$ cat config.mk
export PLATFORM = sky130hd
export DESIGN_NAME = counter_gen_flat
export DESIGN_NICKNAME = d
export VERILOG_FILES = /design/src/rtl/counter_gen_pkg.sv /design/src/rtl/counter_gen_if.sv /design/src/rtl/counter_gen_chan.sv /design/src/rtl/counter_gen.sv /design/src/flat_wrapper.sv
export SDC_FILE = /design/constraint.sdc
export NUM_CORES = 1
export LEC_CHECK = 0
export ABC_AREA = 1
export CORE_AREA = 3 3 144 146
export DETAILED_ROUTE_END_ITERATION = 10
export DIE_AREA = 0 0 147 149
export PLACE_DENSITY = 0.76
export SLEW_MARGIN = 20
export SYNTH_ARGS = -nofsm -noshare
export SYNTH_HDL_FRONTEND = slang
export SYNTH_SLANG_ARGS = --single-unit
$ cat constraint.sdc
create_clock -name clk -period 6.21 [get_ports clk]
set_input_delay 1.242 -clock clk [delete_from_list [all_inputs] [get_ports clk]]
set_output_delay 1.242 -clock clk [all_outputs]
set_load 0.005 [all_outputs]
$ cat src/rtl/counter_gen_pkg.sv
// Shared types and constants for the multi-channel counter generator.
package counter_gen_pkg;

  typedef enum logic [1:0] {
    ModeUpWrap   = 2'b00,
    ModeDownWrap = 2'b01,
    ModeUpMod    = 2'b10,
    ModeOneShot  = 2'b11
  } mode_t;

  typedef enum logic [1:0] {
    SelCtrl     = 2'b00,
    SelLimit    = 2'b01,
    SelPrescale = 2'b10,
    SelLoad     = 2'b11
  } cfg_sel_t;

  localparam int unsigned CtrlEnBit   = 0;
  localparam int unsigned CtrlModeLsb = 1;
  localparam int unsigned CtrlModeMsb = 2;

  // Channel index width; a single channel still gets a 1-bit index.
  function automatic int unsigned ch_idx_w(input int unsigned channels);
    return (channels > 1) ? $clog2(channels) : 1;
  endfunction

endpackage

$ cat src/rtl/counter_gen_if.sv
// Configuration write bus shared by the counter generator and its driver.
interface counter_gen_if
  import counter_gen_pkg::*;
#(
  parameter int unsigned WIDTH    = 8,
  parameter int unsigned CHANNELS = 4
);

  localparam int unsigned ChW = ch_idx_w(CHANNELS);

  logic             cfg_we;
  logic [ChW-1:0]   cfg_ch;
  cfg_sel_t         cfg_sel;
  logic [WIDTH-1:0] cfg_data;

  modport master (
    output cfg_we,
    output cfg_ch,
    output cfg_sel,
    output cfg_data
  );

  modport slave (
    input cfg_we,
    input cfg_ch,
    input cfg_sel,
    input cfg_data
  );

endinterface

$ cat src/rtl/counter_gen_chan.sv
// One counter channel: config registers, prescaler, mode logic and terminal-count pulse.
module counter_gen_chan
  import counter_gen_pkg::*;
#(
  parameter int unsigned WIDTH = 8
) (
  input  logic             clk,
  input  logic             rst,
  input  logic             i_we,
  input  cfg_sel_t         i_sel,
  input  logic [WIDTH-1:0] i_data,
  output logic [WIDTH-1:0] o_count,
  output logic             o_tc,
  output logic             o_running
);

  logic [WIDTH-1:0] r_count, w_count_d;
  logic [WIDTH-1:0] r_limit, w_limit_d;
  logic [WIDTH-1:0] r_prescale, w_prescale_d;
  logic [WIDTH-1:0] r_pre_cnt, w_pre_cnt_d;
  logic             r_en, w_en_d;
  mode_t            r_mode, w_mode_d;
  logic             r_tc, w_tc_d;
  logic             w_tick;

  assign w_tick = r_en && (r_pre_cnt == r_prescale);

  always_comb begin
    w_count_d    = r_count;
    w_limit_d    = r_limit;
    w_prescale_d = r_prescale;
    w_pre_cnt_d  = r_pre_cnt;
    w_en_d       = r_en;
    w_mode_d     = r_mode;
    w_tc_d       = 1'b0;

    if (r_en) begin
      w_pre_cnt_d = w_tick ? '0 : r_pre_cnt + 1'b1;
    end

    if (w_tick) begin
      unique case (r_mode)
        ModeUpWrap: begin
          w_count_d = r_count + 1'b1;
          w_tc_d    = (r_count == '1);
        end
        ModeDownWrap: begin
          w_count_d = r_count - 1'b1;
          w_tc_d    = (r_count == '0);
        end
        ModeUpMod: begin
          if (r_count >= r_limit) begin
            w_count_d = '0;
            w_tc_d    = 1'b1;
          end else begin
            w_count_d = r_count + 1'b1;
          end
        end
        ModeOneShot: begin
          if (r_count >= r_limit) begin
            w_en_d = 1'b0;
            w_tc_d = 1'b1;
          end else begin
            w_count_d = r_count + 1'b1;
          end
        end
        default: ;
      endcase
    end

    // Register writes override the tick result, including a one-shot auto-disable.
    if (i_we) begin
      unique case (i_sel)
        SelCtrl: begin
          w_en_d      = i_data[CtrlEnBit];
          w_mode_d    = mode_t'(i_data[CtrlModeMsb:CtrlModeLsb]);
          w_pre_cnt_d = '0;
        end
        SelLimit:    w_limit_d    = i_data;
        SelPrescale: w_prescale_d = i_data;
        SelLoad: begin
          w_count_d   = i_data;
          w_pre_cnt_d = '0;
          w_tc_d      = 1'b0;
        end
        default: ;
      endcase
    end
  end

  always_ff @(posedge clk or posedge rst) begin
    if (rst) begin
      r_count    <= '0;
      r_limit    <= '1;
      r_prescale <= '0;
      r_pre_cnt  <= '0;
      r_en       <= 1'b0;
      r_mode     <= ModeUpWrap;
      r_tc       <= 1'b0;
    end else begin
      r_count    <= w_count_d;
      r_limit    <= w_limit_d;
      r_prescale <= w_prescale_d;
      r_pre_cnt  <= w_pre_cnt_d;
      r_en       <= w_en_d;
      r_mode     <= w_mode_d;
      r_tc       <= w_tc_d;
    end
  end

  assign o_count   = r_count;
  assign o_tc      = r_tc;
  assign o_running = r_en;

endmodule

$ cat src/rtl/counter_gen.sv
// Multi-channel counter generator: decodes config writes and packs per-channel outputs.
module counter_gen
  import counter_gen_pkg::*;
#(
  parameter int unsigned WIDTH    = 8,
  parameter int unsigned CHANNELS = 4
) (
  input  logic                      clk,
  input  logic                      rst,
  counter_gen_if.slave              cfg,
  output logic [CHANNELS*WIDTH-1:0] out,
  output logic [CHANNELS-1:0]       tc,
  output logic [CHANNELS-1:0]       running
);

  localparam int unsigned ChW = ch_idx_w(CHANNELS);

  logic [CHANNELS-1:0] w_we;

  for (genvar i = 0; i < CHANNELS; i++) begin : g_chan
    // Indices at or above CHANNELS match no strobe, so such writes are dropped.
    assign w_we[i] = cfg.cfg_we && (cfg.cfg_ch == ChW'(i));

    counter_gen_chan #(
      .WIDTH(WIDTH)
    ) u_chan (
      .clk      (clk),
      .rst      (rst),
      .i_we     (w_we[i]),
      .i_sel    (cfg.cfg_sel),
      .i_data   (cfg.cfg_data),
      .o_count  (out[i*WIDTH +: WIDTH]),
      .o_tc     (tc[i]),
      .o_running(running[i])
    );
  end

endmodule

$ cat src/flat_wrapper.sv
// flat-port wrapper written by rule: the top's interface ports become plain ports
module counter_gen_flat import counter_gen_pkg::*;
#(
  parameter int unsigned WIDTH    = 8,
  parameter int unsigned CHANNELS = 4
)
  (clk, rst, out, tc, running, cfg_cfg_we, cfg_cfg_ch, cfg_cfg_sel, cfg_cfg_data);
  counter_gen_if #(.WIDTH(WIDTH), .CHANNELS(CHANNELS)) cfg_i ();
  input  logic clk;
  input  logic rst;
  output logic [CHANNELS*WIDTH-1:0] out;
  output logic [CHANNELS-1:0] tc;
  output logic [CHANNELS-1:0] running;
  input wire logic [$bits(cfg_i.cfg_we)-1:0] cfg_cfg_we;
  input wire logic [$bits(cfg_i.cfg_ch)-1:0] cfg_cfg_ch;
  input wire logic [$bits(cfg_i.cfg_sel)-1:0] cfg_cfg_sel;
  input wire logic [$bits(cfg_i.cfg_data)-1:0] cfg_cfg_data;
  assign cfg_i.cfg_we = cfg_cfg_we;
  assign cfg_i.cfg_ch = cfg_cfg_ch;
  assign cfg_i.cfg_sel = cfg_cfg_sel;
  assign cfg_i.cfg_data = cfg_cfg_data;
  counter_gen #(.WIDTH(WIDTH), .CHANNELS(CHANNELS)) u_core (.clk(clk), .rst(rst), .cfg(cfg_i), .out(out), .tc(tc), .running(running));
endmodule
==> results_dict.tcl, run 1 <==
set metrics [dict create \
    status "completed" \
    tightest_slew_ns 0.986 \
    synthTopCellsByArea "dfrtp_1 29%, nand2_1 15%, dfstp_2 8.6%, inv_1 7.6%, ha_1 7.2%" \
    ctsResizeCount 0 \
    num_antenna_cells 0 \
    min_path_type "reg -> reg" \
    route.met3.wl_um 1620 \
    synth_flop_cell "dfrtp_1" \
    postCtsSetupBuffers 0 \
    drtIter0Drc 632 \
    vdd_ir_drop_max_uv 217 \
    dieWidth_um 147 \
    drt-total-wl_um 25500 \
    grt_max_degree 110 \
    finalNonFillerCells 1699 \
    met2WireLength_um 12300 \
    setup_violations 0 \
    start_util_pct 49.8 \
    cts.sinks 144 \
    grt_pass1_wl_um 41700 \
    post-synth-top-area-cell "dfrtp_1" \
    end_kind "flip-flop" \
    power_leakage_nw 5.48 \
    vias_per_cell 5.33 \
    num_vias 9054 \
    worstRegToRegCells 12 \
    synthTopCellsByCount "378 x nand2_1, 198 x inv_1, 159 x nor2_1, 112 x dfrtp_1, 110 x o21ai_0" \
    io_pins 55 \
    drc 0 \
    cts_buffers 17 \
    htreeDepth 4 \
    ys_seq_area_share_pct 37.5 \
    min_period_ns 2.92 \
    cts_hold_buf 0 \
    path_clk_slew_ns 0.06 \
    critPathKind "in -> reg" \
    syn_area_um2 9730 \
    topRoutingLayerUsed "met4" \
    postRouteAntennaNets 0 \
    drtPass1Iterations 5 \
    core_um2 19500 \
    io_buffers 54 \
    max_freq_mhz 343 \
    netlist.area_leader.share_pct 28.8 \
    ys_seq_elements 144 \
    ys_types 44 \
    antenna_found_initial 0 \
    synth-edff-count 0 \
    regToRegSetupSlack_ns 3.91 \
    final-hold-violation-count 0 \
    hold_slack_ns 0.489 \
    rsz0062_at_grt "no" \
    synth_most_common_cell "nand2_1" \
    period_share_pct 47.0 \
    dieArea_um2 21900 \
    synth.avg_cell_area_um2 7.05 \
    setup_tns_ns 0 \
    fillers 1844 \
    worstSetupStartpointType "input port" \
    wl_met1_um 11300 \
    routabilityCongestion 0.948 \
    synth_nets 1451 \
    worstPathRequired_ns 6.53 \
    holdPathStages 2 \
    final_max_slew_viol_count 0 \
    cts_tree "yes" \
    syn2layout_area_growth_pct 13.2 \
    async_reset_ff_share_pct 100 \
    drv_cap 0 \
    power_density_nw_per_um2 423 \
    cts_buffer_depth 2 \
    maxSlewHeadroom_pct 34.2 \
    syn-instance-count 1380 \
    clock_latency_ns 0.43 \
    dp_cells 1667 \
    die_y_um 149 \
    wl_per_cell_um 15.0 \
    grt.overflow.total 0 \
    path_max_fanout 11 \
    core.rowCount 51 \
    cp.arrival_ns 3.23 \
    grt_pass1_vias 8371 \
    fin_worst_skew_ns 0.00806 \
    yosys_warnings 0 \
    cts_root_buf "clkbuf_16" \
    layout-drive-gt1-share_pct 7.67 \
    grtUsageTotal_pct 23.5 \
    dp_hpwl_um 18100 \
    fin_nets 1492 \
]
cells by family (layout without fill, tap and decap cells):
kind of cell | after synthesis | after routing | synth area share [%]
AOI/OAI and AO/OA | 216 | 216 | 11.9
xor gates and xnor gates | 38 | 38 | 3.42
adders and majority gates | 56 | 56 | 7.20
buffers and inverters | 242 | 296 | 9.93
DFF | 144 | 144 | 37.5
and+or+nand+nor | 684 | 684 | 30.1
layer usage:
metal / track usage [%] / vias up
met1: 32.0 / 4262
li1: - / 4458
met5: 0 / -
met4: 5.78 / 0
met2: 39.5 / 305
met3: 3.86 / 29
critical path, cell delays in order:
cell             delay [ns]
clkdlybuf4s50_1        0.63
inv_2                  0.12
nor3_4                 0.24
inv_2                  0.09
nor2_2                 0.41
inv_1                  0.26
o21ai_1                0.17
inv_1                  0.05
cell type report:
cell class	instances	area, µm²	share of cell area (%)
clock buffer	18	439	3.99
multi-input combinational	994	5120	46.5
timing repair buffer	55	548	4.98
clock inverter	14	140	1.27
inverter	209	790	7.17
tap	265	332	3.01
sequential	144	3640	33.1
cells in the final DEF (no fill, tap or decap), types with 32 or more instances in the layout:
cell type,netlist,layout
nand2_1,378,378
inv_1,198,197
nor2_1,159,159
dfrtp_1,112,112
o21ai_0,110,110
nand3_1,73,73
a21oi_1,64,64
ha_1,56,56
clkdlybuf4s50_1,0,54
dfstp_2,32,32
through the flow:
step | power [W] | cell area, µm² | worst slack [ns] | util [%]
after floorplan | 0.00299 | 9730 | 1.15 | -
final | 0.00465 | 11000 | 3.29 | 56.4
after CTS | 0.00465 | 11000 | 3.35 | 56.4
after global routing | 0.00506 | 11000 | 3.21 | 56.4
after detailed placement | 0.00362 | 10400 | 2.90 | 53.4
after global placement | 0.00355 | 10400 | 2.95 | 53.4
power by group:
| group | internal, W | total, W | switching, W |
|---|---|---|---|
| combinational | 0.000862 | 0.00203 | 0.00116 |
| sequential | 0.00122 | 0.00162 | 0.000393 |
| clock | 0.000600 | 0.00101 | 0.000412 |
final timing paths:
kind                                                       start                                    end
setup / recovery                                   cfg_cfg_ch[0]     u_core.g_chan[1].u_chan.o_count[0]
max in group asynchronous                                    rst     u_core.g_chan[0].u_chan.r_limit[2]
hold / removal             u_core.g_chan[1].u_chan.r_prescale[5]  u_core.g_chan[1].u_chan.r_prescale[5]
hold reg to reg            u_core.g_chan[1].u_chan.r_prescale[5]  u_core.g_chan[1].u_chan.r_prescale[5]
setup reg to reg              u_core.g_chan[0].u_chan.o_count[7]     u_core.g_chan[0].u_chan.o_count[0]
min in group asynchronous                                    rst   u_core.g_chan[2].u_chan.r_pre_cnt[6]
registers in the layout (all words and copies together) (netlist names):
| signal | cells |
|---|---|
| u_core.g_chan.u_chan.o_count | 32 |
| u_core.g_chan.u_chan.r_limit | 32 |
| u_core.g_chan.u_chan.r_pre_cnt | 32 |
| u_core.g_chan.u_chan.r_prescale | 32 |
| u_core.g_chan.u_chan.r_mode | 8 |
| u_core.g_chan.u_chan.o_running | 4 |
| u_core.g_chan.u_chan.o_tc | 4 |
No activity file was read; power rests on OpenSTA's default activity.
==> run 2: changes to the inputs <==
==> constraint.sdc (replaced) <==
create_clock -name clk -period 2.7 [get_ports clk]
set_input_delay 0.54 -clock clk [delete_from_list [all_inputs] [get_ports clk]]
set_output_delay 0.54 -clock clk [all_outputs]
set_load 0.005 [all_outputs]
==> run 2 against run 1 <==
Net effect:
- first-iteration DRC count rose by 5.9%
- routed wire length shrank 0.33%
- largest cell class unchanged
- register-to-register slack worse by 3.5 ns
- sequential cell count stayed put
- die area did not move
- combinational power increased by 130%
- highest routed layer is now met5
- via count fell by 0.75%
- design area is 1.4% higher
- sequential power grew 120%
- setup slack lost 2.9 ns
==> results_dict.tcl, run 2 (synthesis results as in run 1) <==
set metrics [dict create \
    crit_chain "inv_1 > ha_1 > nand2_1 > inv_1 > nor2_1 > o21a_1 > nand2_1 > inv_1 > ha_1 > o211ai_1 > o21ai_0 > o21ai_0 > o21ai_1 > inv_1" \
    stdcell_area_um2 11200 \
    topRoutingLayerUsed "met5" \
    routabilityCongestion 0.922 \
    power_density_nw_per_um2 954 \
    slowest_delay_ns 0.53 \
    dp_cells 1684 \
    cts_hold_buf 0 \
    crit_slowest_cell "dfstp_2" \
    io_buffers 54 \
    place_area_um2 10600 \
    cts_tree "yes" \
    wl_per_cell_um 14.8 \
    power_leakage_nw 5.57 \
    grt_max_degree 55 \
    drv_cap 0 \
    fillers 1841 \
    switching_power_w 0.00446 \
    layout-drive-gt1-share_pct 8.75 \
    maxSlewHeadroom_pct 55.6 \
    antenna_found_initial 2 \
    cts_buffers 17 \
    drtPass1Iterations 5 \
    cp.arrival_ns 2.66 \
    core.rowCount 51 \
    multi_input_area_um2 5120 \
    fin_worst_skew_ns 0.00792 \
    drtIter0Drc 669 \
    vias_per_cell 5.24 \
    final_max_slew_viol_count 0 \
    setup_tns_ns 0 \
    drc 0 \
    num_antenna_cells 0 \
    pwr-share-seq_pct 34.1 \
    startpoint "u_core.g_chan[3].u_chan.r_limit[7]" \
    tightest_slew_ns 0.665 \
    drt-total-wl_um 25400 \
    min_path_type "reg -> reg" \
    route.met3.wl_um 1710 \
    clkPwrFrac_pct 21.3 \
    max_freq_mhz 437 \
    power_frac_comb_pct 44.6 \
    final_common_cell "nand2_1" \
    cts_root_buf "clkbuf_16" \
    rsz0062_at_grt "no" \
    clock_latency_ns 0.43 \
    regArea_um2 3640 \
    period_share_pct 84.8 \
    postCtsSetupBuffers 0 \
    core_um2 19500 \
    cp_common_cell "inv_1" \
    num_vias 8986 \
    grt_pass1_wl_um 42500 \
    worstReg2RegStart "u_core.g_chan[3].u_chan.r_limit[7]" \
    p_total_w 0.0107 \
    min_from "u_core.g_chan[2].u_chan.r_limit[7]" \
    met2WireLength_um 11900 \
    final-hold-violation-count 0 \
    ctsResizeCount 0 \
    p_sw_share_pct 41.9 \
    end_kind "flip-flop" \
    final_cell_mix "378 x nand2_1, 197 x inv_1, 159 x nor2_1, 112 x dfrtp_1, 110 x o21ai_0" \
    grtUsageTotal_pct 24.0 \
    finalNonFillerCells 1716 \
    fin_nets 1509 \
    dieArea_um2 21900 \
    path_max_fanout 2 \
    postRouteAntennaNets 0 \
    htreeDepth 4 \
    dp_hpwl_um 18400 \
    io_pins 55 \
    syn2layout_area_growth_pct 14.8 \
    vdd_ir_drop_max_uv 516 \
    grt.overflow.total 0 \
    hold_slack_ns 0.489 \
    die_y_um 149 \
    start_util_pct 49.8 \
    cts_buffer_depth 2 \
    setup_violations 0 \
    worstSetupStartpointType "flip-flop" \
    grt_pass1_vias 8662 \
    p_int_w 0.00619 \
    dieWidth_um 147 \
    cts.sinks 144 \
    critPathKind "reg -> reg" \
    path_clk_slew_ns 0.06 \
    worstPathRequired_ns 3.07 \
    status "completed" \
    min_period_ns 2.29 \
    wl_met1_um 11100 \
]
[run 2: cell count changes in the layout (fill, tap and decap cells not counted)]
cell and change:
clkinv_4 -3, clkbuf_8 +6, buf_12 +3, inv_6 -1, clkinv_2 -2, clkinvlp_4 +2, buf_4 +14, bufinv_16 -2
[run 2: stage by stage]
stage,util (%),setup slack [ns]
6_report,57.2,0.410
5_1_grt,57.2,0.199
4_1_cts,57.2,0.438
3_5_place_dp,54.3,0.338
3_3_place_gp,54.3,0.416
2_1_floorplan,-,0.381
[run 2: worst paths after layout]
kind,end,slack (ns),depth (start not counted)
min in group asynchronous,u_core.g_chan[0].u_chan.o_count[1],0.50,2
max in group asynchronous,u_core.g_chan[2].u_chan.r_limit[7],1.50,3
worst min register to register,u_core.g_chan[2].u_chan.r_limit[7],0.49,2
worst min-delay path,u_core.g_chan[2].u_chan.r_limit[7],0.49,2
worst max-delay path,u_core.g_chan[3].u_chan.o_count[0],0.41,14
worst max register to register,u_core.g_chan[3].u_chan.o_count[0],0.41,14
[run 2: area by class of cell]
type                       instances  share of cell area [%]
multi-input combinational        994                    45.8
sequential                       144                    32.6
inverter                         209                    7.06
timing repair buffer              72                    6.39
clock buffer                      24                    4.67
tap                              265                    2.97
clock inverter                     8                   0.459
[run 2: metal layers]
metal  vias to the layer above  global-route usage (%)
met4                         4                    8.29
met5                         -                       0
met1                      4197                    31.3
li1                       4496                       -
met3                        50                    5.93
met2                       239                    39.2
[run 2: power by group through the flow]
stage	clock network (W)	registers [W]	logic, W
2_1_floorplan	0	0.00336	0.00351
3_3_place_gp	0	0.00364	0.00458
3_5_place_dp	0	0.00365	0.00471
4_1_cts	0.00229	0.00362	0.00476
5_1_grt	0.00237	0.00375	0.00549
6_report	0.00226	0.00364	0.00475
[run 2: critical path, delay by kind of cell (launching register included)]
family                     cells  cell delay [ns]
AOI/OAI and AO/OA              5             0.75
buffers and inverters          4             0.20
and+or+nand+nor                3             0.27
DFF                            1             0.53
adders and majority gates      2             0.49
